`config.mk`:
```
export PLATFORM = sky130hd
export DESIGN_NAME = hazard_ctrl_mc
export DESIGN_NICKNAME = d
export VERILOG_FILES = /design/src/rtl/hazard_ctrl_mc.sv
export SDC_FILE = /design/constraint.sdc
export NUM_CORES = 1
export LEC_CHECK = 0
export ABC_AREA = 1
export BUFFER_PORTS_ARGS = -buffer_cell sky130_fd_sc_hd__buf_2
export CORE_AREA = 8 8 80 82
export DETAILED_ROUTE_END_ITERATION = 8
export DIE_AREA = 0 0 88 90
export PLACE_DENSITY = 0.67
export SYNTH_ARGS = -nofsm -noshare
export SYNTH_HDL_FRONTEND = slang
export SYNTH_SLANG_ARGS = --single-unit
```
`constraint.sdc`:
```
create_clock -name CLK -period 3.2 [get_ports CLK]
set_clock_uncertainty 0.15 [all_clocks]
set_input_delay 0.8 -clock CLK [delete_from_list [all_inputs] [get_ports CLK]]
set_output_delay 0.8 -clock CLK [all_outputs]
set_load 0.03 [all_outputs]
```
`src/rtl/hazard_ctrl_mc.sv`:
```
// Hazard/forwarding controller for the 5-stage MIPS pipeline: forwarding, stalls, flushes, MUL/DIV busy, dmem wait.
// Forward/stall/flush outputs are combinational on the current stage state; the dmem wait freezes F..M until DmemReady.
module hazard_ctrl_mc #(
    parameter int AW     = 5,
    parameter int MD_LAT = 4,
    parameter int CW     = 16
) (
    input  logic          CLK,
    input  logic          RST_N,
    input  logic [AW-1:0] rsD,
    input  logic [AW-1:0] rtD,
    input  logic [AW-1:0] rsE,
    input  logic [AW-1:0] rtE,
    input  logic [AW-1:0] rtdE,
    input  logic [AW-1:0] rtdM,
    input  logic [AW-1:0] rtdW,
    input  logic          RFWEE,
    input  logic          RFWEM,
    input  logic          RFWEW,
    input  logic          MtoRFSelE,
    input  logic          MtoRFSelM,
    input  logic          BranchD,
    input  logic          JumpD,
    input  logic          MdStartE,
    input  logic          MdUseD,
    input  logic          MemReqM,
    input  logic          DmemReady,
    output logic [1:0]    ForwardAE,
    output logic [1:0]    ForwardBE,
    output logic          ForwardAD,
    output logic          ForwardBD,
    output logic          StallF,
    output logic          StallD,
    output logic          StallE,
    output logic          StallM,
    output logic          FlushD,
    output logic          FlushE,
    output logic          MdBusy,
    output logic [CW-1:0] StallCycles
);
    localparam int MDW = $clog2(MD_LAT + 1);

    typedef enum logic {RUN, MEM_WAIT} state_t;

    state_t         state_q, state_d;
    logic [MDW-1:0] md_cnt_q, md_cnt_d;
    logic [CW-1:0]  stall_cnt_q, stall_cnt_d;

    logic lw_stall, br_stall, md_stall, mem_hold, busy;

    always_comb begin
        busy     = (md_cnt_q != '0);
        lw_stall = MtoRFSelE && (rtdE != '0) && ((rtdE == rsD) || (rtdE == rtD));
        br_stall = BranchD &&
                   ((RFWEE && (rtdE != '0) && ((rtdE == rsD) || (rtdE == rtD))) ||
                    (MtoRFSelM && (rtdM != '0) && ((rtdM == rsD) || (rtdM == rtD))));
        md_stall = MdUseD && busy;
        mem_hold = (state_q == RUN) ? (MemReqM && !DmemReady) : !DmemReady;

        ForwardAE = 2'b00;
        ForwardBE = 2'b00;
        ForwardAD = 1'b0;
        ForwardBD = 1'b0;
        StallF    = 1'b0;
        StallD    = 1'b0;
        StallE    = 1'b0;
        StallM    = 1'b0;
        FlushD    = 1'b0;
        FlushE    = 1'b0;
        MdBusy    = 1'b0;

        // Every output is held at zero while reset is asserted, combinational ones too.
        if (RST_N) begin
            if ((rsE != '0) && RFWEM && (rsE == rtdM))      ForwardAE = 2'b10;
            else if ((rsE != '0) && RFWEW && (rsE == rtdW)) ForwardAE = 2'b01;
            if ((rtE != '0) && RFWEM && (rtE == rtdM))      ForwardBE = 2'b10;
            else if ((rtE != '0) && RFWEW && (rtE == rtdW)) ForwardBE = 2'b01;
            ForwardAD = (rsD != '0) && RFWEM && (rsD == rtdM);
            ForwardBD = (rtD != '0) && RFWEM && (rtD == rtdM);
            MdBusy    = busy;

            if (mem_hold) begin
                StallF = 1'b1;
                StallD = 1'b1;
                StallE = 1'b1;
                StallM = 1'b1;
            end else if (lw_stall || br_stall || md_stall) begin
                StallF = 1'b1;
                StallD = 1'b1;
                FlushE = 1'b1;
            end else begin
                FlushD = JumpD;
            end
        end
        StallCycles = stall_cnt_q;

        state_d = state_q;
        case (state_q)
            RUN:      if (MemReqM && !DmemReady) state_d = MEM_WAIT;
            MEM_WAIT: if (DmemReady)             state_d = RUN;
            default:                             state_d = RUN;
        endcase

        // md_stall keeps a second MdStartE out of E while busy, so it is ignored here.
        if (MdStartE && !busy) md_cnt_d = MDW'(MD_LAT);
        else if (busy)         md_cnt_d = md_cnt_q - 1'b1;
        else                   md_cnt_d = md_cnt_q;

        stall_cnt_d = (StallF && (stall_cnt_q != '1)) ? stall_cnt_q + 1'b1 : stall_cnt_q;
    end

    always_ff @(posedge CLK or negedge RST_N) begin
        if (!RST_N) begin
            state_q     <= RUN;
            md_cnt_q    <= '0;
            stall_cnt_q <= '0;
        end else begin
            state_q     <= state_d;
            md_cnt_q    <= md_cnt_d;
            stall_cnt_q <= stall_cnt_d;
        end
    end
endmodule

```
Word level (Yosys, flattened, before mapping) --
Index checks and enable logic that the tools add are counted.
Storage, ports and cells: register bits 20, input port bits 48, output and inout port bits 29, word-level logic and storage cells 80
Cells by class: add/subtract/negate cells 2, equal/unequal tests 11, multiplexer cells 25, bitwise logic cells 1, reduce and logical (&&, ||, !) cells 38
Operator list (count):
- $eq A5 B5 Y1 | 10
- $reduce_bool A5 Y1 | 6
- $logic_and A1 B1 Y1 | 23
- $mux W1 | 18
- $add A16 B1 Y16 const B | 1
- $ne A16 B16 Y1 const B | 1
- $mux W2 | 4
- $mux W3 | 2
- $logic_or A1 B1 Y1 | 5
- $reduce_bool A3 Y1 | 1
- $sub A3 B1 Y3 const B | 1
- $logic_not A1 Y1 | 2
- $pmux W1 S2 | 1
- $reduce_bool A2 Y1 | 1
- $not A1 Y1 | 1

Longest topological paths before layout --
Gate-level depths: netlist of the first run.
depth after elaboration 11, depth in mapped cells 13, mapped depth without buffers 11

Worst setup path after synthesis of the first run --
No wires, ideal clock.
path kind in2out, start input rtdM[2], end output FlushD, arrival time 2.291 ns, required time 2.250 ns, slack -0.041 ns, stages on the path 8, path buffers 1, cells stage by stage buf_2 > nor3_1 > nand3_1 > nand3_1 > inv_1 > nand2_2 > nand4_4 > nor3b_1
Between the ends: longest elaborated chain between the ends 10, elaborated cells between the ends (all ways) 13, classes of those cells eq/ne: 2; mux: 3; reduce/logical: 8
Ends and longest elaborated chain:
- from (decl) | RTL line 15 | input logic [AW-1:0] rtdM,
- $eq A5 B5 Y1 or $reduce_bool A5 Y1 (tied branches) | RTL line 56 | (MtoRFSelM && (rtdM != '0) && ((rtdM == rsD) || (rtdM == rtD))));
- $logic_or A1 B1 Y1 or $logic_and A1 B1 Y1 (tied branches) | RTL line 56
- $logic_and A1 B1 Y1 * | RTL line 56
- $logic_or A1 B1 Y1 * | RTL line 55 | ((RFWEE && (rtdE != '0) && ((rtdE == rsD) || (rtdE == rtD))) ||
- $logic_and A1 B1 Y1 * | RTL line 54 | br_stall = BranchD &&
- $logic_or A1 B1 Y1 * (2 in series) | RTL line 87 | end else if (lw_stall || br_stall || md_stall) begin
- $mux W1 * | RTL line 87
- $mux W1 * | RTL line 82 | if (mem_hold) begin
- $mux W1 * | RTL line 73 | if (RST_N) begin
- to (decl) | RTL line 36 | output logic FlushD,
Every way passes the cells marked *; elsewhere a longest branch is shown, timed or not.

Worst setup path in the final report of the first run --
start input rtdM[1], end output StallF
Between the ends: longest elaborated chain between the ends 10, elaborated cells between the ends (all ways) 13, classes of those cells eq/ne: 2; mux: 3; reduce/logical: 8
Ends and longest elaborated chain:
- $eq A5 B5 Y1 or $reduce_bool A5 Y1 (tied branches) | RTL line 56
- $logic_or A1 B1 Y1 or $logic_and A1 B1 Y1 (tied branches) | RTL line 56
- $logic_and A1 B1 Y1 * | RTL line 56
- $logic_or A1 B1 Y1 * | RTL line 55
- $logic_and A1 B1 Y1 * | RTL line 54
- $logic_or A1 B1 Y1 * (2 in series) | RTL line 87
- $mux W1 * | RTL line 87
- $mux W1 * | RTL line 82
- $mux W1 * | RTL line 73
- to (decl) | RTL line 32 | output logic StallF,
Marks and branches as above.

==> results of run 1 <==
state kept, by name (all words and copies together) (netlist names):
name and flops:
StallCycles 16, md_cnt_q 3, state_q 1
critical path, stage by stage:
cell,delay [ns]
buf_2,0.13
inv_1,0.15
o21ai_0,0.10
nor2_1,0.14
nand3_2,0.09
nand2_1,0.08
nand2_2,0.07
nand3_1,0.07
nand2_1,0.07
o21ai_1,0.09
buf_2,0.24
per-stage QoR:
step,hold WS [ns],cells,power [mW]
6_report,0.213,449,0.962
5_1_grt,0.202,449,1.04
4_1_cts,0.207,449,0.971
3_5_place_dp,0.335,445,0.776
3_3_place_gp,0.323,445,0.762
2_1_floorplan,0.303,304,0.637
worst max path at each step:
stage                        from      to  cells after the start
after floorplan           rtdM[4]  StallF                     10
after global placement    rtdE[2]  FlushD                      9
after detailed placement  rtdE[2]  FlushD                      9
after CTS                 rtdE[2]  FlushD                      9
after global routing      rtdM[1]  FlushE                     11
final                     rtdM[1]  StallF                     11
cell families after synthesis:
logic type / after synthesis / synth area share (%)
compound gates: 18 / 6.28
flops: 20 / 25.4
simple gates: 182 / 42.5
xor+xnor: 29 / 12.9
fa+ha+maj: 3 / 1.90
buf+inv: 52 / 11.0
report_power, final:
part,switching [mW],total (mW),internal [mW]
combinational,0.275,0.427,0.152
sequential,0.0435,0.343,0.300
clock,0.0819,0.191,0.109
total,0.401,0.962,0.561
area by class of cell:
cell class	count	share of cell area [%]
flip-flops and latches	20	20.3
multi-input cells	232	51.2
clock buffers	4	2.24
repair buffers	78	16.1
well taps	72	3.66
inverters	43	6.55
cell usage in the layout, fill, tap and decap left out:
cell type,instances
o22ai_1,2
buf_4,2
buf_2,76
clkbuf_8,4
ha_1,3
nand2_2,1
dfrtp_1,20
nor3b_2,1
inv_1,41
nand4_1,19
nand4_4,1
and3_1,2
o21ai_0,4
nor3_1,10
nand3_1,15
o221ai_1,1
o2111ai_1,2
nor4_1,4
xor2_1,16
nor2_1,34
nand2_1,89
a211oi_1,5
o21ai_1,1
nand3b_2,1
a311oi_1,1
xnor2_1,13
a21oi_1,1
nand3_4,1
or2_2,1
nand3_2,1
a221oi_1,1
nor2_2,1
nor3_2,1
inv_2,2
metal layers:
metal	track usage [%]	vias to the layer above	routed length [um]
met5	0	-	0
met4	2.30	0	46
met3	2.46	4	303
met2	25.4	51	2950
met1	18.2	979	2510
li1	-	1131	-
==> results.py, run 1 <==
metrics = {
    "placed_design": {
        "routabilityCongestion": 0.904,
        "place_worst_setup_slack_ns": 0.245,
        "dpl.hpwl_um": 4750,
        "io_buffers": 76,
        "dpl-instance-area_um2": 2410,
    },
    "logic_synthesis": {
        "yosysMostFrequentCell": "nand2_1",
        "synth-main-ff-cell": "dfrtp_1",
        "synth_cell_types": 34,
        "synthTopCellsByArea": "dfrtp_1 (25%), nand2_1 (17%), inv_1 (7.8%), xor2_1 (7.1%), nor2_1 (6.5%)",
        "syn_area_per_cell_um2": 6.49,
        "syn_area_um2": 1970,
        "syn_nets": 355,
        "synth_edf_count": 0,
        "synth_top_area_share_pct": 25.4,
        "yosysWarnings": 0,
        "synth_top_cell_by_area": "dfrtp_1",
        "yosysSeqAreaShare_pct": 25.4,
        "synthArstFlopShare_pct": 100,
        "synthTopCellsByCount": "nand2_1 (89), inv_1 (41), nor2_1 (34)",
        "syn_inst": 304,
        "ys_seq_elements": 20,
    },
    "detailed_routing": {
        "dr.pass1.iters": 4,
        "vias_per_cell": 4.82,
        "ant_nets": 0,
        "routed_wl_um": 5810,
        "drc": 0,
        "wl_per_cell_um": 12.9,
        "num_vias": 2165,
        "drt_iter0_markers": 129,
    },
    "floorplan": {
        "initial_utilization_pct": 37.7,
        "dieArea_um2": 7920,
        "rows": 27,
        "die_x_um": 88,
        "die_y_um": 90,
        "core_area_um2": 5240,
        "pin_count": 77,
    },
    "clock_tree": {
        "cts_hold_buf": 0,
        "postCtsSetupBuffers": 0,
        "cts-resized-gates": 0,
        "cts_buffers": 3,
        "clk_pin_slew_ns": 0.07,
        "cts_htree_levels": 1,
        "cts_buffer_depth": 2,
        "clock-sinks": 20,
        "clk_latency_ns": 0.26,
        "root_buffer": "clkbuf_8",
        "cts_tree": "built",
    },
    "sta": {
        "rsz0062_at_grt": "no",
        "period_needed_ns": 2.97,
        "setup_slack_ns": 0.226,
        "relSlewSlack_pct": 71.8,
        "final.setup.tns_ns": 0,
        "tightest_slew_ns": 0.421,
        "drv_slew": 0,
        "setup-violations-final": 0,
        "fin_crit_sh_pct": 92.9,
        "max_freq_mhz": 336,
        "hold_viol_final": 0,
    },
    "global_route": {
        "grt_antenna_before_repair": 0,
        "grtUsageTotal_pct": 14.6,
        "grt_pass1_wl_um": 9710,
        "grt_pass1_vias": 2118,
        "grt_max_degree": 36,
        "grt_overflow": 0,
    },
    "cells_and_area": {
        "area_growth_pct": 24.8,
        "seqCellArea_um2": 500,
        "multiInputGateArea_um2": 1260,
        "fin_area_um2": 2460,
        "antennaDiodeCount": 0,
        "fill_cells": 560,
        "fin_util_pct": 47.0,
        "drive_gt1_share_pct": 24.7,
        "fin_nets": 429,
    },
    "worst_hold_path": {
        "hold_class": "primary input to asynchronous set/reset pin",
    },
    "setup_path": {
        "start_kind": "primary input",
        "worstReg2RegStart": "StallCycles[0]",
        "crit_fanout": 5,
        "critPathKind": "primary input to output port",
        "worstPathArrival_ns": 2.02,
        "critPathCaptureType": "output port",
        "ff2ff_path_depth": 7,
        "r2r-end": "StallCycles[2]",
        "regToRegSetupSlack_ns": 1.11,
        "cp.required_ns": 2.25,
    },
    "run_status": {
        "status": "completed",
    },
    "run": {
        "maxCapViolCount": 0,
    },
    "power_and_ir_drop": {
        "power_density_nw_per_um2": 391,
        "p_leak_nw": 1.38,
        "ir_drop_mv": 0.447,
    },
}
No activity file was read; power rests on OpenSTA's default activity.
==> inputs of run 2 (changes only) <==
- CORE_AREA: 8 8 80 82 -> 8 8 71 73
- DIE_AREA: 0 0 88 90 -> 0 0 79 81
- PLACE_DENSITY: 0.67 -> 0.83
- REMOVE_ABC_BUFFERS: default -> 1
==> results.py, run 2 (synthesized netlist as in run 1, its figures left out) <==
metrics = {
    "sta": {
        "fin_crit_sh_pct": 93.2,
        "tightest_slew_ns": 0.422,
        "relSlewSlack_pct": 71.7,
        "hold_viol_final": 0,
        "rsz0062_at_grt": "no",
        "max_freq_mhz": 335,
        "drv_slew": 0,
        "setup_slack_ns": 0.219,
        "period_needed_ns": 2.98,
        "setup-violations-final": 0,
    },
    "run_status": {
        "status": "completed",
    },
    "detailed_routing": {
        "num_vias": 2240,
        "drt-met1-wl_um": 2510,
        "drc": 0,
        "highest_layer": "met4",
        "route.met3.wl_um": 402,
        "wl_per_cell_um": 13.8,
        "ant_nets": 0,
        "vias_per_cell": 5.23,
        "dr.pass1.iters": 4,
        "routed_wl_um": 5890,
        "wl_met2_um": 2850,
        "drt_iter0_markers": 184,
    },
    "cells_and_area": {
        "drive_gt1_share_pct": 24.6,
        "mostFrequentLayoutCells": "nand2_1 (89), buf_2 (76), inv_1 (41)",
        "fin_area_um2": 2440,
        "antennaDiodeCount": 0,
        "final_common_cell": "nand2_1",
        "fin_nets": 430,
        "largest_register_ffs": 16,
        "fin_util_pct": 62.3,
        "fill_cells": 377,
        "area_growth_pct": 23.5,
    },
    "setup_path": {
        "worstPathArrival_ns": 2.03,
        "cp_common_cell": "buf_2",
        "cp.required_ns": 2.25,
        "critPathCaptureType": "output port",
        "worst_path_dominant_cell_family": "simple AND/OR/NAND/NOR gates",
        "crit_fanout": 4,
        "cp_slowest_stage_delay_ns": 0.22,
        "critical_path.n_buffers_inverters": 3,
        "slowest_stage": "nor3_1",
        "path_cells": "buf_2 > nor3_1 > nand3_1 > o21ai_0 > inv_1 > nand2_1 > nand4_4 > nor3b_1 > buf_2",
        "start_kind": "primary input",
        "critPathKind": "primary input to output port",
    },
    "global_route": {
        "grt_pass1_vias": 2187,
        "grtUsageTotal_pct": 18.4,
        "grt_max_degree": 20,
        "grt_overflow": 0,
        "grt_antenna_before_repair": 0,
        "grt_pass1_wl_um": 9920,
    },
    "run": {
        "maxCapViolCount": 0,
    },
    "floorplan": {
        "die_x_um": 79,
        "rows": 23,
        "die_y_um": 81,
        "pin_count": 77,
        "initial_utilization_pct": 50.4,
        "core_area_um2": 3910,
        "dieArea_um2": 6400,
    },
    "power_and_ir_drop": {
        "ir_drop_mv": 0.559,
        "total_power_mw": 0.960,
        "power_frac_seq_pct": 36.0,
        "p_leak_nw": 1.38,
        "p_switching_mw": 0.398,
        "p_int_mw": 0.562,
        "p_sw_share_pct": 41.5,
        "clkPwrFrac_pct": 20.0,
        "power_density_nw_per_um2": 394,
        "power.share.combinational_pct": 43.9,
    },
    "placed_design": {
        "dpl.hpwl_um": 4660,
        "place_worst_setup_slack_ns": 0.213,
        "dpl-instance-area_um2": 2380,
        "io_buffers": 76,
        "routabilityCongestion": 0.911,
    },
    "clock_tree": {
        "cts-resized-gates": 0,
        "root_buffer": "clkbuf_8",
        "clk_latency_ns": 0.26,
        "cts_hold_buf": 0,
        "clk_pin_slew_ns": 0.07,
        "cts_tree": "built",
        "cts_htree_levels": 1,
        "postCtsSetupBuffers": 0,
        "cts_buffer_depth": 2,
        "cts_buffers": 3,
        "clock-sinks": 20,
    },
    "worst_hold_path": {
        "hold_class": "primary input to asynchronous set/reset pin",
    },
}
## run 2: changes by cell type in the layout (fill, tap and decap cells not counted), sizes merged
cell	delta
buf	+1
## run 2: per-layer routing
layer,track usage [%],vias up
li1,-,1139
met1,22.7,1000
met2,31.6,87
met3,3.86,14
met4,5.74,0
met5,0,-
## run 2: cell type report
class / count / area [um2] / share of cell area, %
Inverter: 43 / 161 / 6.62
Timing Repair Buffer: 79 / 403 / 16.5
Tap cell: 50 / 62.6 / 2.57
Multi-Input combinational cell: 232 / 1250 / 51.5
Sequential cell: 20 / 500 / 20.5
Clock buffer: 4 / 55.1 / 2.26
## run 2: worst paths after layout
check | startpoint | to | slack (ns) | cells after the start
worst max-delay path | rtdE[2] | FlushD | 0.22 | 9
worst min-delay path | RST_N | StallCycles[5] | 0.22 | 1
worst min register to register | md_cnt_q[0] | md_cnt_q[0] | 0.35 | 1
max in group asynchronous | RST_N | StallCycles[4] | 2.22 | 2
min in group CLK | md_cnt_q[0] | md_cnt_q[0] | 0.35 | 1
worst max register to register | StallCycles[0] | StallCycles[5] | 1.03 | 7
## run 2: per-stage QoR
stage | TNS, ns | hold WS (ns) | cells
final | 0 | 0.223 | 428
after global routing | 0 | 0.224 | 428
after CTS | 0 | 0.227 | 428
after detailed placement | 0 | 0.329 | 424
after global placement | 0 | 0.322 | 424
after floorplan | -0.267 | 0.303 | 295
## run 2: power by group through the flow
stage | clock [mW] | combinational (mW) | sequential (mW)
after floorplan | 0 | 0.228 | 0.392
after global placement | 0 | 0.409 | 0.347
after detailed placement | 0 | 0.422 | 0.348
after CTS | 0.193 | 0.423 | 0.345
after global routing | 0.208 | 0.467 | 0.353
final | 0.192 | 0.422 | 0.346
==> inputs of run 3 (changes only) <==
- GPL_TIMING_DRIVEN: default -> 0
- TNS_END_PERCENT: default -> 50
==> results.py, run 3 (synthesized netlist as in run 1, its figures left out) <==
metrics = {
    "setup_path": {
        "crit_fanout": 41,
        "critPathKind": "primary input to output port",
        "startpoint": "RST_N",
        "worstPathArrival_ns": 2.05,
        "ff2ff_path_depth": 7,
        "worstReg2RegStart": "StallCycles[1]",
        "start_kind": "primary input",
        "cp.required_ns": 2.25,
        "critPathCaptureType": "output port",
    },
    "floorplan": {
        "core_area_um2": 3910,
        "rows": 23,
        "initial_utilization_pct": 50.4,
        "pin_count": 77,
        "die_x_um": 79,
        "die_y_um": 81,
        "dieArea_um2": 6400,
    },
    "detailed_routing": {
        "vias_per_cell": 5.24,
        "drc": 0,
        "wl_per_cell_um": 13.3,
        "routed_wl_um": 5670,
        "ant_nets": 0,
        "num_vias": 2239,
        "dr.pass1.iters": 4,
        "drt_iter0_markers": 157,
    },
    "sta": {
        "period_needed_ns": 3.00,
        "setup-violations-final": 0,
        "tightest_slew_ns": 0.411,
        "fin_crit_sh_pct": 93.7,
        "relSlewSlack_pct": 72.5,
        "rsz0062_at_grt": "no",
        "setup_slack_ns": 0.201,
        "drv_slew": 0,
        "hold_viol_final": 0,
        "max_freq_mhz": 333,
    },
    "clock_tree": {
        "clk_pin_slew_ns": 0.07,
        "cts_buffers": 3,
        "cts_buffer_depth": 2,
        "root_buffer": "clkbuf_8",
        "cts_htree_levels": 1,
        "clock-sinks": 20,
        "cts_tree": "built",
        "clk_latency_ns": 0.27,
    },
    "global_route": {
        "grt_pass1_wl_um": 9200,
        "grt_antenna_before_repair": 0,
        "grt_overflow": 0,
        "grt_max_degree": 42,
        "grtUsageTotal_pct": 17.1,
        "grt_pass1_vias": 2114,
    },
    "placed_design": {
        "dpl.hpwl_um": 4500,
        "place_worst_setup_slack_ns": -0.183,
        "dpl-instance-area_um2": 2360,
        "routabilityCongestion": 0.929,
        "io_buffers": 76,
    },
    "cells_and_area": {
        "fill_cells": 384,
        "largest_register_ffs": 16,
        "drive_gt1_share_pct": 24.7,
        "final_common_cell": "nand2_1",
        "fin_nets": 429,
        "antennaDiodeCount": 0,
        "area_growth_pct": 24.7,
        "mostFrequentLayoutCells": "nand2_1 (89), buf_2 (74), inv_1 (41)",
        "fin_area_um2": 2460,
    },
    "run_status": {
        "status": "completed",
    },
    "power_and_ir_drop": {
        "total_power_mw": 1.02,
        "ir_drop_mv": 0.513,
        "power_density_nw_per_um2": 416,
        "p_leak_nw": 1.38,
    },
    "run": {
        "maxCapViolCount": 0,
    },
    "worst_hold_path": {
        "hold_class": "primary input to asynchronous set/reset pin",
    },
}
## run 3: cell types whose count changed in the layout (fill, tap and decap cells not counted)
| cell | change |
|---|---|
| buf_2 | -2 |
| nor3b_1 | -1 |
| buf_6 | +1 |
| clkbuf_8 | -1 |
| bufinv_16 | +1 |
| nor3b_2 | +1 |
## run 3: layout make-up
class                   instances  area, um2  share of cell area, %
inverters                      43        161                   6.56
clock inverters                 1       30.0                   1.22
well taps                      50       62.6                   2.54
clock buffers                   3       41.3                   1.68
flip-flops and latches         20        500                   20.3
multi-input cells             232       1260                   51.2
repair buffers                 78        404                   16.4
## run 3: worst max-delay path: stages
cell	delay, ns
buf_6	0.29
nand2_1	0.12
nor4_1	0.35
nand4_1	0.13
nor2_1	0.14
buf_2	0.22
## run 3: worst paths after layout
| kind | end | slack [ns] |
|---|---|---|
| min | StallCycles[15] | 0.27 |
| max | ForwardBE[0] | 0.20 |
| max in group asynchronous | StallCycles[13] | 2.38 |
| min in group CLK | md_cnt_q[2] | 0.35 |
| max reg2reg | StallCycles[11] | 1.12 |
| min reg2reg | md_cnt_q[2] | 0.35 |
## run 3: where the power goes
part	internal (mW)	switching, mW	total, mW
combinational	0.155	0.272	0.427
sequential	0.300	0.0450	0.345
clock	0.167	0.0855	0.253
total	0.622	0.402	1.02
## run 3: routing by layer
metal / share of wire, % / global-route usage, %
met1: 43 / 20.1
met3: 7.1 / 3.86
met5: 0 / 0
met4: 1.1 / 3.70
met2: 49 / 31.1
## run 3: repair_timing
action	CTS	global route
pin swaps	1	0
buffers inserted	0	2
gates resized for setup	3	1
setup endpoints to repair	5	2
hold buffers	0	0
## run 3: metrics by stage
stage          hold WS [ns]  TNS (ns)  utilization, %  instances
2_1_floorplan         0.303    -0.267               -        295
5_1_grt               0.276         0            62.9        427
4_1_cts               0.340         0            62.4        425
3_3_place_gp          0.323    -0.216            60.3        421
6_report              0.267         0            62.9        427
3_5_place_dp          0.329    -0.403            60.3        421
